[src/rtl/pong_pkg.sv]
// Shared definitions for the pong datapath: FSM states, game_state codes,
// the score width and a saturating score increment.
package pong_pkg;

  typedef enum logic [1:0] {
    IDLE  = 2'd0,
    SERVE = 2'd1,
    PLAY  = 2'd2,
    OVER  = 2'd3
  } state_t;

  localparam logic [1:0] GS_RESET = 2'b00;
  localparam logic [1:0] GS_PLAY  = 2'b01;
  localparam logic [1:0] GS_P1WIN = 2'b10;
  localparam logic [1:0] GS_P2WIN = 2'b11;

  localparam int SCORE_W = 4;

  // Add one to a score but never exceed the given ceiling.
  function automatic logic [SCORE_W-1:0] sat_inc(input logic [SCORE_W-1:0] value,
                                                 input logic [SCORE_W-1:0] ceiling);
    return (value >= ceiling) ? value : value + 1'b1;
  endfunction

endpackage

[src/rtl/serve_timer.sv]
// Millisecond counter for the serve hold. Counts enabled ticks and raises
// o_done combinationally on the tick that completes SERVE_MS ticks, wrapping
// back to zero on that same edge.
module serve_timer
  import pong_pkg::*;
#(
  parameter int SERVE_MS = 1000
) (
  input  logic clk,
  input  logic reset,
  input  logic i_clear,
  input  logic i_tick,
  output logic o_done
);

  // Guard against a zero-width counter when SERVE_MS is 1.
  localparam int CNT_W = (SERVE_MS > 1) ? $clog2(SERVE_MS) : 1;
  localparam logic [CNT_W-1:0] LAST = CNT_W'(SERVE_MS - 1);

  logic [CNT_W-1:0] r_count;

  assign o_done = i_tick & (r_count == LAST);

  // Count ticks while enabled; clear has priority so any entry starts from zero.
  always_ff @(posedge clk or negedge reset) begin
    if (!reset) begin
      r_count <= '0;
    end else if (i_clear) begin
      r_count <= '0;
    end else if (i_tick) begin
      r_count <= o_done ? '0 : r_count + 1'b1;
    end
  end

endmodule

[src/rtl/score_keeper.sv]
// Converts goal levels into saturating player scores and sequences the rally:
// waits for start, holds the ball for a serve delay after every goal, and
// freezes once game_state reports a winner.
module score_keeper
  import pong_pkg::*;
#(
  parameter int SERVE_MS  = 1000,
  parameter int MAX_SCORE = 15
) (
  input  logic               clk,
  input  logic               reset,
  input  logic               tick_1ms,
  input  logic               start,
  input  logic               goal_p1,
  input  logic               goal_p2,
  input  logic [1:0]         game_state,
  output logic [SCORE_W-1:0] p1_score,
  output logic [SCORE_W-1:0] p2_score,
  output logic               serve_hold,
  output logic               serve_dir
);

  localparam logic [SCORE_W-1:0] MAX_S = SCORE_W'(MAX_SCORE);

  state_t             r_state;
  logic [SCORE_W-1:0] r_p1;
  logic [SCORE_W-1:0] r_p2;
  logic               r_hold;
  logic               r_dir;
  logic               r_start_prev;
  logic               r_goal1_prev;
  logic               r_goal2_prev;

  logic               w_rise_start;
  logic               w_rise_p1;
  logic               w_rise_p2;
  logic               w_win;
  logic               w_timer_clear;
  logic               w_timer_tick;
  logic               w_timer_done;

  assign w_rise_start = start & ~r_start_prev;
  assign w_rise_p1    = goal_p1 & ~r_goal1_prev;
  assign w_rise_p2    = goal_p2 & ~r_goal2_prev;
  assign w_win        = (game_state == GS_P1WIN) || (game_state == GS_P2WIN);

  // The timer only runs in SERVE; holding it clear elsewhere means every
  // entry into SERVE starts a fresh delay.
  assign w_timer_clear = (r_state != SERVE);
  assign w_timer_tick  = tick_1ms & (r_state == SERVE);

  serve_timer #(
    .SERVE_MS(SERVE_MS)
  ) u_serve_timer (
    .clk     (clk),
    .reset   (reset),
    .i_clear (w_timer_clear),
    .i_tick  (w_timer_tick),
    .o_done  (w_timer_done)
  );

  // Previous-cycle copies of the level inputs; start_prev resets high so a
  // button held through reset release does not start a match.
  always_ff @(posedge clk or negedge reset) begin
    if (!reset) begin
      r_start_prev <= 1'b1;
      r_goal1_prev <= 1'b0;
      r_goal2_prev <= 1'b0;
    end else begin
      r_start_prev <= start;
      r_goal1_prev <= goal_p1;
      r_goal2_prev <= goal_p2;
    end
  end

  // Rally FSM with scores and registered outputs; serve_hold follows the next state.
  always_ff @(posedge clk or negedge reset) begin
    if (!reset) begin
      r_state <= IDLE;
      r_p1    <= '0;
      r_p2    <= '0;
      r_hold  <= 1'b1;
      r_dir   <= 1'b0;
    end else begin
      case (r_state)
        IDLE: begin
          if (w_rise_start) begin
            r_state <= SERVE;
            r_p1    <= '0;
            r_p2    <= '0;
            r_hold  <= 1'b1;
          end
        end
        SERVE: begin
          if (w_win) begin
            r_state <= OVER;
            r_hold  <= 1'b1;
          end else if (w_timer_done) begin
            r_state <= PLAY;
            r_hold  <= 1'b0;
          end
        end
        PLAY: begin
          if (w_win) begin
            r_state <= OVER;
            r_hold  <= 1'b1;
          end else if (w_rise_p1 && w_rise_p2) begin
            r_state <= SERVE;
            r_hold  <= 1'b1;
          end else if (w_rise_p1) begin
            r_p1    <= sat_inc(r_p1, MAX_S);
            r_dir   <= 1'b1;
            r_state <= SERVE;
            r_hold  <= 1'b1;
          end else if (w_rise_p2) begin
            r_p2    <= sat_inc(r_p2, MAX_S);
            r_dir   <= 1'b0;
            r_state <= SERVE;
            r_hold  <= 1'b1;
          end
        end
        OVER: begin
          if (w_rise_start) begin
            r_state <= SERVE;
            r_p1    <= '0;
            r_p2    <= '0;
            r_hold  <= 1'b1;
          end
        end
        default: begin
          r_state <= IDLE;
          r_hold  <= 1'b1;
        end
      endcase
    end
  end

  assign p1_score   = r_p1;
  assign p2_score   = r_p2;
  assign serve_hold = r_hold;
  assign serve_dir  = r_dir;

endmodule

[config.mk]
export PLATFORM = sky130hd
export DESIGN_NAME = score_keeper
export DESIGN_NICKNAME = d
export VERILOG_FILES = /design/src/rtl/pong_pkg.sv /design/src/rtl/serve_timer.sv /design/src/rtl/score_keeper.sv
export SDC_FILE = /design/constraint.sdc
export NUM_CORES = 1
export LEC_CHECK = 0
export CAP_MARGIN = 20
export CORE_UTILIZATION = 54
export CTS_CLUSTER_DIAMETER = 40
export DETAILED_ROUTE_END_ITERATION = 8
export HOLD_SLACK_MARGIN = 0.12
export PLACE_DENSITY = 0.87
export SLEW_MARGIN = 20
export SYNTH_ARGS = -nofsm -noshare
export SYNTH_HDL_FRONTEND = slang
export SYNTH_SLANG_ARGS = --single-unit
[constraint.sdc]
create_clock -name clk -period 2.4 [get_ports clk]
set_input_delay 0.24 -clock clk [delete_from_list [all_inputs] [get_ports clk]]
set_output_delay 0.24 -clock clk [all_outputs]
set_load 0.1 [all_outputs]
### Yosys cells after proc, flatten, opt, wreduce, memory -nomap -nowiden

Cells that the tools add are included.

* bits in registers: 25
* latch bits: 0
* bits in writable memories: 0
* bits in read-only memories: 0
* input bits: 8
* output and inout bits: 10
* logic and storage cells: 85
* memories kept: 0

* $add $sub $neg: 3
* multipliers: 0
* divide/modulo/power cells: 0
* magnitude comparators: 2
* equal/unequal tests: 17
* shifts and indexed selects: 0
* muxes and demuxes: 33
* bitwise logic cells: 10
* reductions and logical operators: 11

Operators by type and width (count)
* 4-bit two-way mux: 10
* 10-bit two-way mux: 3
* 4-bit one-hot mux with 2 select lines: 2
* 2-bit two-way mux: 7
* 2-bit inequality test, second input constant: 7
* 10-bit by 1-bit adder with 10-bit output, second input constant: 1
* 10-bit == test, second input constant: 1
* 1-bit two-way mux: 9
* 4-bit by 1-bit adder with 4-bit output, second input constant: 2
* 2-bit == test, second input constant: 4
* 4-bit >= comparator, second input constant: 2
* 7-bit AND reduction: 1
* 2-bit one-hot mux with 3 select lines: 1
* 6-bit AND reduction: 1
* 2-bit nonzero test: 3
* 1-bit bitwise AND: 5
* 5-bit inequality test, second input constant: 1
* 1-bit inverter: 5
* 2-bit by 1-bit inequality test with 1-bit output, second input constant: 2
* 4-bit AND reduction: 1
* 3-bit by 2-bit inequality test with 1-bit output, second input constant: 1
* 1-bit one-hot mux with 3 select lines: 1
* 3-bit AND reduction: 1
* 2-bit by 1-bit == test with 1-bit output, second input constant: 1
* other kinds (4): 4

### Depth between registers and ports, before layout

Gate-level depths: netlist (run 1).

* depth in word-level cells: 7
* mapped depth: 7
* mapped depth without buffers: 6

### Hierarchy

From an unflattened synthesis (run 1), not the netlist that was laid out.

* cells, all modules: 133
* area total of the unflattened synthesis: 1361.3 um^2

By module, submodules not included
* score_keeper: times used 1, cells an instance 78, area an instance 825.8 um^2, sequential area each 377.9 um^2
* serve_timer: times used 1, cells an instance 55, area an instance 535.5 um^2, sequential area each 250.2 um^2

### Worst setup path before layout (run 1)

OpenSTA, ideal clock, no wires.

* kind: flip-flop to flip-flop
* start: register r_p1[0] (netlist: p1_score[0])
* end: register r_p1[3] (netlist: p1_score[3])
* library setup time: 0.126 ns
* arrival time: 2.367 ns
* data required time: 2.274 ns
* setup slack: -0.093 ns
* stages on the path, launching flop included: 6
* buffers on the path: 0
* clock period less this slack: 2.493 ns
* path through: dfrtp_1 -> ha_1 -> and3_1 -> o41a_1 -> or3_4 -> a221o_1

* cells in the longest elaborated chain, start to end: 6
* elaborated cells between the ends (all ways): 9
* those cells by class: add/sub: 1; order compare: 1; eq/ne: 1; mux: 5; reduce/logical: 1

RTL lines
* from (decl): RTL line score_keeper.sv:26 `logic [SCORE_W-1:0] r_p1;`
* from (signal assigned): RTL line score_keeper.sv:111 `r_p1 <= sat_inc(r_p1, MAX_S);`
* 4-bit by 1-bit adder with 4-bit output: RTL line pong_pkg.sv:22 `return (value >= ceiling) ? value : value + 1'b1;`
* 4-bit two-way mux: RTL line pong_pkg.sv:22
* 4-bit two-way mux: RTL line score_keeper.sv:110 `end else if (w_rise_p1) begin`
* 4-bit two-way mux: RTL line score_keeper.sv:107 `end else if (w_rise_p1 && w_rise_p2) begin`
* 4-bit two-way mux: RTL line score_keeper.sv:104 `if (w_win) begin`
* 4-bit one-hot mux with 2 select lines: RTL line score_keeper.sv:85 `case (r_state)`

Parallel ways exist; a longest one is shown, timed or not. The select of a mux whose other input is x is not followed.
A chain may end at the register's enable or synchronous reset.

### Final worst setup path (run 1)

Same ends and word-level chain as after synthesis.

==> results.md, run 1 <==
- The worst pin sits at a relative slew slack of 60.9%.
- Buffers placed on the I/O ports in this run total 16.
- The slew of the pin with the lowest slew margin is 0.585 ns.
- The required time of the critical path is 2.62 ns.
- The floorplan has 18 rows.
- The count of flip-flops with a built-in enable after synthesis is 0.
- For this design, the CTS-stage hold fixing added 0 buffers.
- After the last flow step, the layout net total stands at 170.
- The count of cells resized by post-cts repair is 0.
- Among all flip-flop cells after synthesis, the most frequent one is dfrtp_1.
- Data on the critical path arrives at its endpoint at roughly 2.3 ns.
- Setup repair after global routing left no endpoint under its margin.
- The clock transition at the register clock pins on the worst setup and hold paths after CTS is 0.14 ns.
- The count of yosys warnings during synthesis is 0.
- The number of global-route vias before repair is 1,075.
- Counting flops and latches in the post-synthesis netlist gives 25.
- The count of cells along the worst register-to-register path is 5.
- The critical path goes through ha_1 > and3_1 > o41a_1 > or3_4 > a221o_1.
- CTS saw 25 sinks.
- The number of buffers on the longest clock path is 2.
- The total number of vias is approximately 1,100.
- The total power draw is 1.41 mW.
- Global routing used 23.5% of the available tracks across all layers.
- Timing would allow up to ~0.47 GHz.
- The number of antenna repair diodes is 0.
- Post-CTS timing repair inserted 0 buffers for setup.
- The sum of net half-perimeters after detailed placement is 1970 um.
- The register-to-register path setup slack is 0.29 ns.
- The clock latency on the worst-skew pair is 0.32 ns.
- The full die area is 2810 um2.
- The min-delay analysis places its worst path in the category primary input to async pin.
- The worst flop-to-flop path endpoint is p1_score[3]$_DFFE_PN0P_.
- The number of max-cap violations is 0.
- The worst setup path is captured at a flip-flop.
- Summing every instance area after synthesis gives 1410 um2.
- The post-route DRC violation count is 0.
- The global placement routability congestion is approximately 0.85.
- In this run the worst path has a maximum fanout of 5.
- For this run, asynchronously set or reset flops after synthesis account for 100%.
- After detailed routing, the average wire length per cell comes to 14.5 um.
- The effective utilization at floorplan is 56.8%.
- On the final layout, the worst hold slack is 0.262 ns.
- The antenna violation net count after detailed routing is 0.
- The worst setup path category is flip-flop to flip-flop.
- The share of the yosys chip area belonging to registers is 44.6%.
- The worst setup path is launched from a flip-flop.
- The chip height is 53.1 um.
- Counting both buffers and inverters, the worst setup path holds a total of 0.
- The setup slack at placement is 0.228 ns.
- The detailed-router iteration count before antenna repair is 4.
- The depth of the CTS H-tree is 1.
- The top-area cell type share of the netlist area is 40.9%.
- In the layout the commonest cells are 21 x dfrtp_1, 12 x nand2_1, 12 x buf_4.
- The count of distinct cell types in the synthesized netlist is between 40 and 50.
- The region available for standard cell placement spans 2480 um2.
- The share of the clock period used by the worst path after layout is 87.8%.
- The critical path starts at p1_score[0]$_DFFE_PN0P_.
- The routed design could run at a clock period as short as 2.11 ns.
- Buffers inserted during clock tree synthesis total 3.
- The average instance area after synthesis is 10.1 um2.
- The worst reg2reg path startpoint is p1_score[0]$_DFFE_PN0P_.
- The biggest area contributor in the post-synthesis netlist is dfrtp_1.
- IR analysis of the VDD net gives a maximum drop of 983 uV.
- After synthesis, the cell types taking the most area are dfrtp_1 41%, ha_1 4.4%, dfstp_2 3.7%.
- The ratio of routed vias to standard cells is 6.05.
- The area overhead of the layout relative to synthesis is 13.5%.
- The leakage power is 0.768 nW.
- TritonCTS built the clock tree.
- After detailed routing, the total wire length is 2690 um.
- The most frequent standard cell in the layout excluding fill and tap cells is dfrtp_1.
- Entering global routing, the biggest net connects 26 pins.
- The DRC marker count from the first detailed-route iteration is 25.
- The worst clock skew on the final layout is around 0.0032 ns.
- The slack of the critical path is 0.292 ns.
- The aggregate global routing overflow is 0.
- Setup violations remaining at the end of the flow were counted as 0.
- The number of fill cells in the layout is 199.
- For this design the top-level I/O count stands at 18.
- The hold violation total from the final report is 0.
- Power spread over the standard cell area amounts to roughly 900 nW/um2.
- In the final timing run, aggregate negative setup slack is 0 ns.
- After technology mapping, the gate count stands at 139.
- The total nets after synthesis is 152.
- On the worst path, the slowest cell contributes a delay of 0.46 ns.
- The wire length of the first global-routing pass is 4750 um.
- The category of cells accounting for the largest share of critical-path delay is compound AO/OA/AOI/OAI gates.
- The slowest stage of the critical path is the dfrtp_2 cell.
- The fraction of layout instances using a drive strength above 1 is 17.9%.
- The root buffer cell is clkbuf_4.
- The number of slew-limit violations in the final report is 0.
- The initial antenna violation count was 0.
- The overall die width is 53.1 um.
- The flow ran to the end, and the final reports show no timing, DRC or antenna violations.
==> worst max-delay path by stage <==
stage,end,slack (ns),depth (start not counted)
finish,p1_score[3]$_DFFE_PN0P_,0.29,5
CTS,p1_score[3]$_DFFE_PN0P_,0.30,5
floorplan,p1_score[3]$_DFFE_PN0P_,0.16,5
detailed placement,p1_score[3]$_DFFE_PN0P_,0.23,5
global placement,p1_score[3]$_DFFE_PN0P_,0.27,5
global route,p1_score[3]$_DFFE_PN0P_,0.24,5
==> area by class of cell <==
cell class,instances,area [um2],area share [%]
Clock buffer,4,26.3,1.64
Timing Repair Buffer,18,150,9.40
Tap cell,30,37.5,2.35
Multi-Input combinational cell,105,738,46.2
Sequential cell,25,631,39.5
Inverter,4,15.0,0.940
==> power breakdown <==
| group | switching, mW | total [mW] | internal [mW] | leakage, nW |
|---|---|---|---|---|
| Sequential | 0.0630 | 0.547 | 0.484 | 0.319 |
| Combinational | 0.447 | 0.669 | 0.222 | 0.434 |
| Clock | 0.128 | 0.193 | 0.0651 | 0.0150 |
| Total | 0.638 | 1.41 | 0.771 | 0.768 |
==> state kept, by name, indices dropped and copies added, names as in the netlist <==
register,count
u_serve_timer.r_count,10
p1_score,4
p2_score,4
r_state,2
r_goal1_prev,1
r_goal2_prev,1
r_start_prev,1
serve_dir,1
serve_hold,1
==> metrics by stage <==
step	instances	util, %	area [um2]
floorplan	139	-	1410
global placement	182	63.4	1570
detailed placement	182	63.4	1570
CTS	186	64.5	1600
global route	186	64.5	1600
finish	186	64.5	1600
==> layer usage <==
metal	GRT usage [%]	wire length, um	vias to the layer above
met5	0	0	-
met4	9.21	31	0
li1	-	-	552
met2	41.4	1380	23
met1	28.9	1190	546
met3	2.59	91	4
==> kinds of logic (layout without fill, tap and decap cells) <==
group / after synthesis / after routing / synth area share [%]
buffers and inverters: 9 / 26 / 2.93
DFF: 25 / 25 / 44.6
muxes: 3 / 3 / 2.22
xor gates and xnor gates: 2 / 2 / 1.24
and+or+nand+nor: 65 / 65 / 27.5
AOI/OAI and AO/OA: 30 / 30 / 17.1
adders and majority gates: 5 / 5 / 4.44
==> cell usage after synthesis, drive strengths merged, types with 4 or more instances <==
cell type / count
a21o: 7
a22o: 4
and3: 5
dfrtp: 23
ha: 5
inv: 4
nand2: 12
nand2b: 4
nand3: 7
nand3b: 5
nand4: 4
nor2: 8
No activity file was read; power rests on OpenSTA's default activity.
==> inputs of run 2 (changes only) <==
--- a/config.mk
+++ b/config.mk
@@ -9,7 +9,8 @@
 export CORE_UTILIZATION = 54
 export CTS_CLUSTER_DIAMETER = 40
 export DETAILED_ROUTE_END_ITERATION = 8
-export HOLD_SLACK_MARGIN = 0.12
+export HOLD_SLACK_MARGIN = 0.08
+export MAX_ROUTING_LAYER = met4
 export PLACE_DENSITY = 0.87
 export SLEW_MARGIN = 20
 export SYNTH_ARGS = -nofsm -noshare
==> results.md, run 2 (synthesis gave the netlist of run 1 again) <==
- The clock transition at the register clock pins on the worst setup and hold paths after CTS is 0.14 ns (about the same).
- The slew of the pin with the lowest slew margin was 0.590 ns (was 0.585 ns).
- The share of the clock period used by the worst path after layout is 88.1% (was 87.8%).
- The clock sink count is 25 (unchanged).
- The aggregate global routing overflow is 0 (unchanged).
- The cts-stage hold buffer count is 0 (unchanged).
- Setup repair after global routing missed its margin: no (unchanged).
- The global placement routability congestion is 0.868 (was 0.855).
- The core outline area came to 2480 um2 (unchanged).
- The worst slew margin relative to its limit was 60.6% (was 60.9%).
- The hold violation total from the final report is 0 (unchanged).
- The sum of net half-perimeters after detailed placement is 1970 um (unchanged).
- The overall die width is 53.1 um (unchanged).
- The clock latency on the worst-skew pair was 0.32 ns (about the same).
- The initial antenna violation count was 0 (unchanged).
- The number of flip-flops in the largest register is 10 (unchanged).
- The number of antenna repair diodes is 0 (unchanged).
- The pin count of the biggest net entering global routing came to 26 (unchanged).
- The post-route DRC violation count was 0 (unchanged).
- The root buffer cell was clkbuf_4 (unchanged).
- The required time of the critical path is 2.63 ns (was 2.62 ns).
- The average wire per cell in the routed design is 14.6 um (was 14.5 um).
- The post-CTS repair timing setup buffer count is 0 (unchanged).
- The number of fill cells in the layout was 199 (unchanged).
- The total power draw is 1.41 mW (about the same).
- The number of slew-limit violations in the final report is 0 (unchanged).
- The DRC marker count from the first detailed-route iteration came to 25 (unchanged).
- The CTS buffer count is 3 (unchanged).
- The number of nets in the final layout is 170 (unchanged).
- The final sum of negative setup slack is 0 ns (unchanged).
- The most frequent standard cell in the layout excluding fill and tap cells is dfrtp_1 (unchanged).
- The maximum resistive drop on vdd is 980 uV (was 983 uV).
- The placed cell count is 182 (unchanged).
- The depth of the CTS H-tree is 1 (unchanged).
- The count of cells resized by post-cts repair came to 0 (unchanged).
- The area overhead of the layout relative to synthesis is 13.5% (unchanged).
- The total routed wirelength is 2710 um (was 2690 um).
- Commonest cells after routing, fill and taps aside: 21 x dfrtp_1, 12 x nand2_1, 12 x buf_4 (unchanged).
- The launching element type of the critical path is a flip-flop (unchanged).
- The CTS tree is done (unchanged).
- The number of ports placed on the die boundary is 18 (unchanged).
- The wire length of the first global-routing pass is 4750 um (about the same).
- The count of non-filler cells in the finished layout is 186 (unchanged).
- The ratio of routed vias to standard cells is 6.07 (was 6.05).
- The number of max-cap violations is 0 (unchanged).
- The fraction of layout instances using a drive strength above 1 came to 17.9% (unchanged).
- The number of core rows was 18 (unchanged).
- The maximum fanout along the worst path was 5 (unchanged).
- The sort of element at the end of the critical path is a flip-flop (unchanged).
- The register with the most flip-flops was u_serve_timer.r_count (unchanged).
- The antenna violation net count after detailed routing is 0 (unchanged).
- Outcome: finished clean (unchanged).
- The chip height is 53.1 um (unchanged).
- The leakage power came to 0.768 nW (unchanged).
- The maximum clock rate is 0.473 GHz (was 0.474 GHz).
- The final count of negative-setup-slack endpoints is 0 (unchanged).
- The total number of vias was 1,129 (was 1,125).
- The effective utilization at floorplan is 56.8% (unchanged).
- The number of global-route vias before repair came to 1,073 (was 1,075).
- The worst hold-check path type is primary input to async pin (unchanged).
- The worst clock skew on the final layout is 0.00236 ns (was 0.00319 ns).
- The number of port buffers was 16 (unchanged).
- The number of buffers on the longest clock path came to 2 (unchanged).
- The global-route total usage across every layer is 24.1% (was 23.5%).
- The detailed-router iteration count before antenna repair is 4 (unchanged).
- The time the worst path needs with I/O delays and setup is 2.11 ns (about the same).
- The count of cells along the worst register-to-register path was 5 (unchanged).
- The power density over cell area came to 885 nW/um2 (was 882 nW/um2).
- The worst setup path category is flip-flop to flip-flop (unchanged).
- The data arrival at the endpoint of the critical path came to 2.34 ns (was 2.33 ns).
- The full die area came to 2810 um2 (unchanged).
## run 2: cell counts in the layout (fill, tap and decap cells not counted)
Identical to the previous run, type by type.
## run 2: power breakdown
part	leakage (nW)	total [mW]	internal (mW)	switching [mW]
registers	0.319	0.549	0.484	0.0642
logic	0.434	0.670	0.222	0.448
clock network	0.0150	0.196	0.0652	0.131
total	0.768	1.41	0.771	0.643
## run 2: metal layers
layer  global-route usage [%]  vias to the layer above  wire length (um)
met3                     2.59                        4                82
li1                         -                      553                 -
met4                     9.21                        0                36
met5                        -                        -                 0
met2                     41.4                       24              1360
met1                     28.9                      548              1240
## run 2: stage by stage
step                      utilization [%]  hold slack [ns]  instance area, um2  setup WS, ns
after global routing                 64.5            0.291                1600         0.238
after CTS                            64.5            0.271                1600         0.296
after floorplan                         -          -0.0556                1410         0.155
after detailed placement             63.4            0.502                1570         0.228
after global placement               63.4            0.498                1570         0.270
final                                64.5            0.257                1600         0.285
## run 2: worst paths after layout
path / startpoint / endpoint / slack [ns]
max: p1_score[0]$_DFFE_PN0P_ / p1_score[3]$_DFFE_PN0P_ / 0.29
min: reset / serve_dir$_DFFE_PN0P_ / 0.26
max reg2reg: p1_score[0]$_DFFE_PN0P_ / p1_score[3]$_DFFE_PN0P_ / 0.29
min reg2reg: serve_hold$_DFFE_PN1P_ / serve_hold$_DFFE_PN1P_ / 0.52
max in group asynchronous: reset / serve_hold$_DFFE_PN1P_ / 1.85
min in group clk: start / r_start_prev$_DFF_PN1_ / 0.37
## run 2: worst max-delay path, stage by stage (launching register included)
cell and delay [ns]:
dfrtp_2 0.46, ha_1 0.23, and3_1 0.19, o41a_1 0.39, or3_4 0.38, a221o_1 0.36
## run 2: layout make-up
cell class              count  area, um2  area share [%]
clock buffers               4       26.3            1.64
inverters                   4       15.0           0.940
multi-input cells         105        738            46.2
flip-flops and latches     25        631            39.5
well taps                  30       37.5            2.35
repair buffers             18        150            9.40
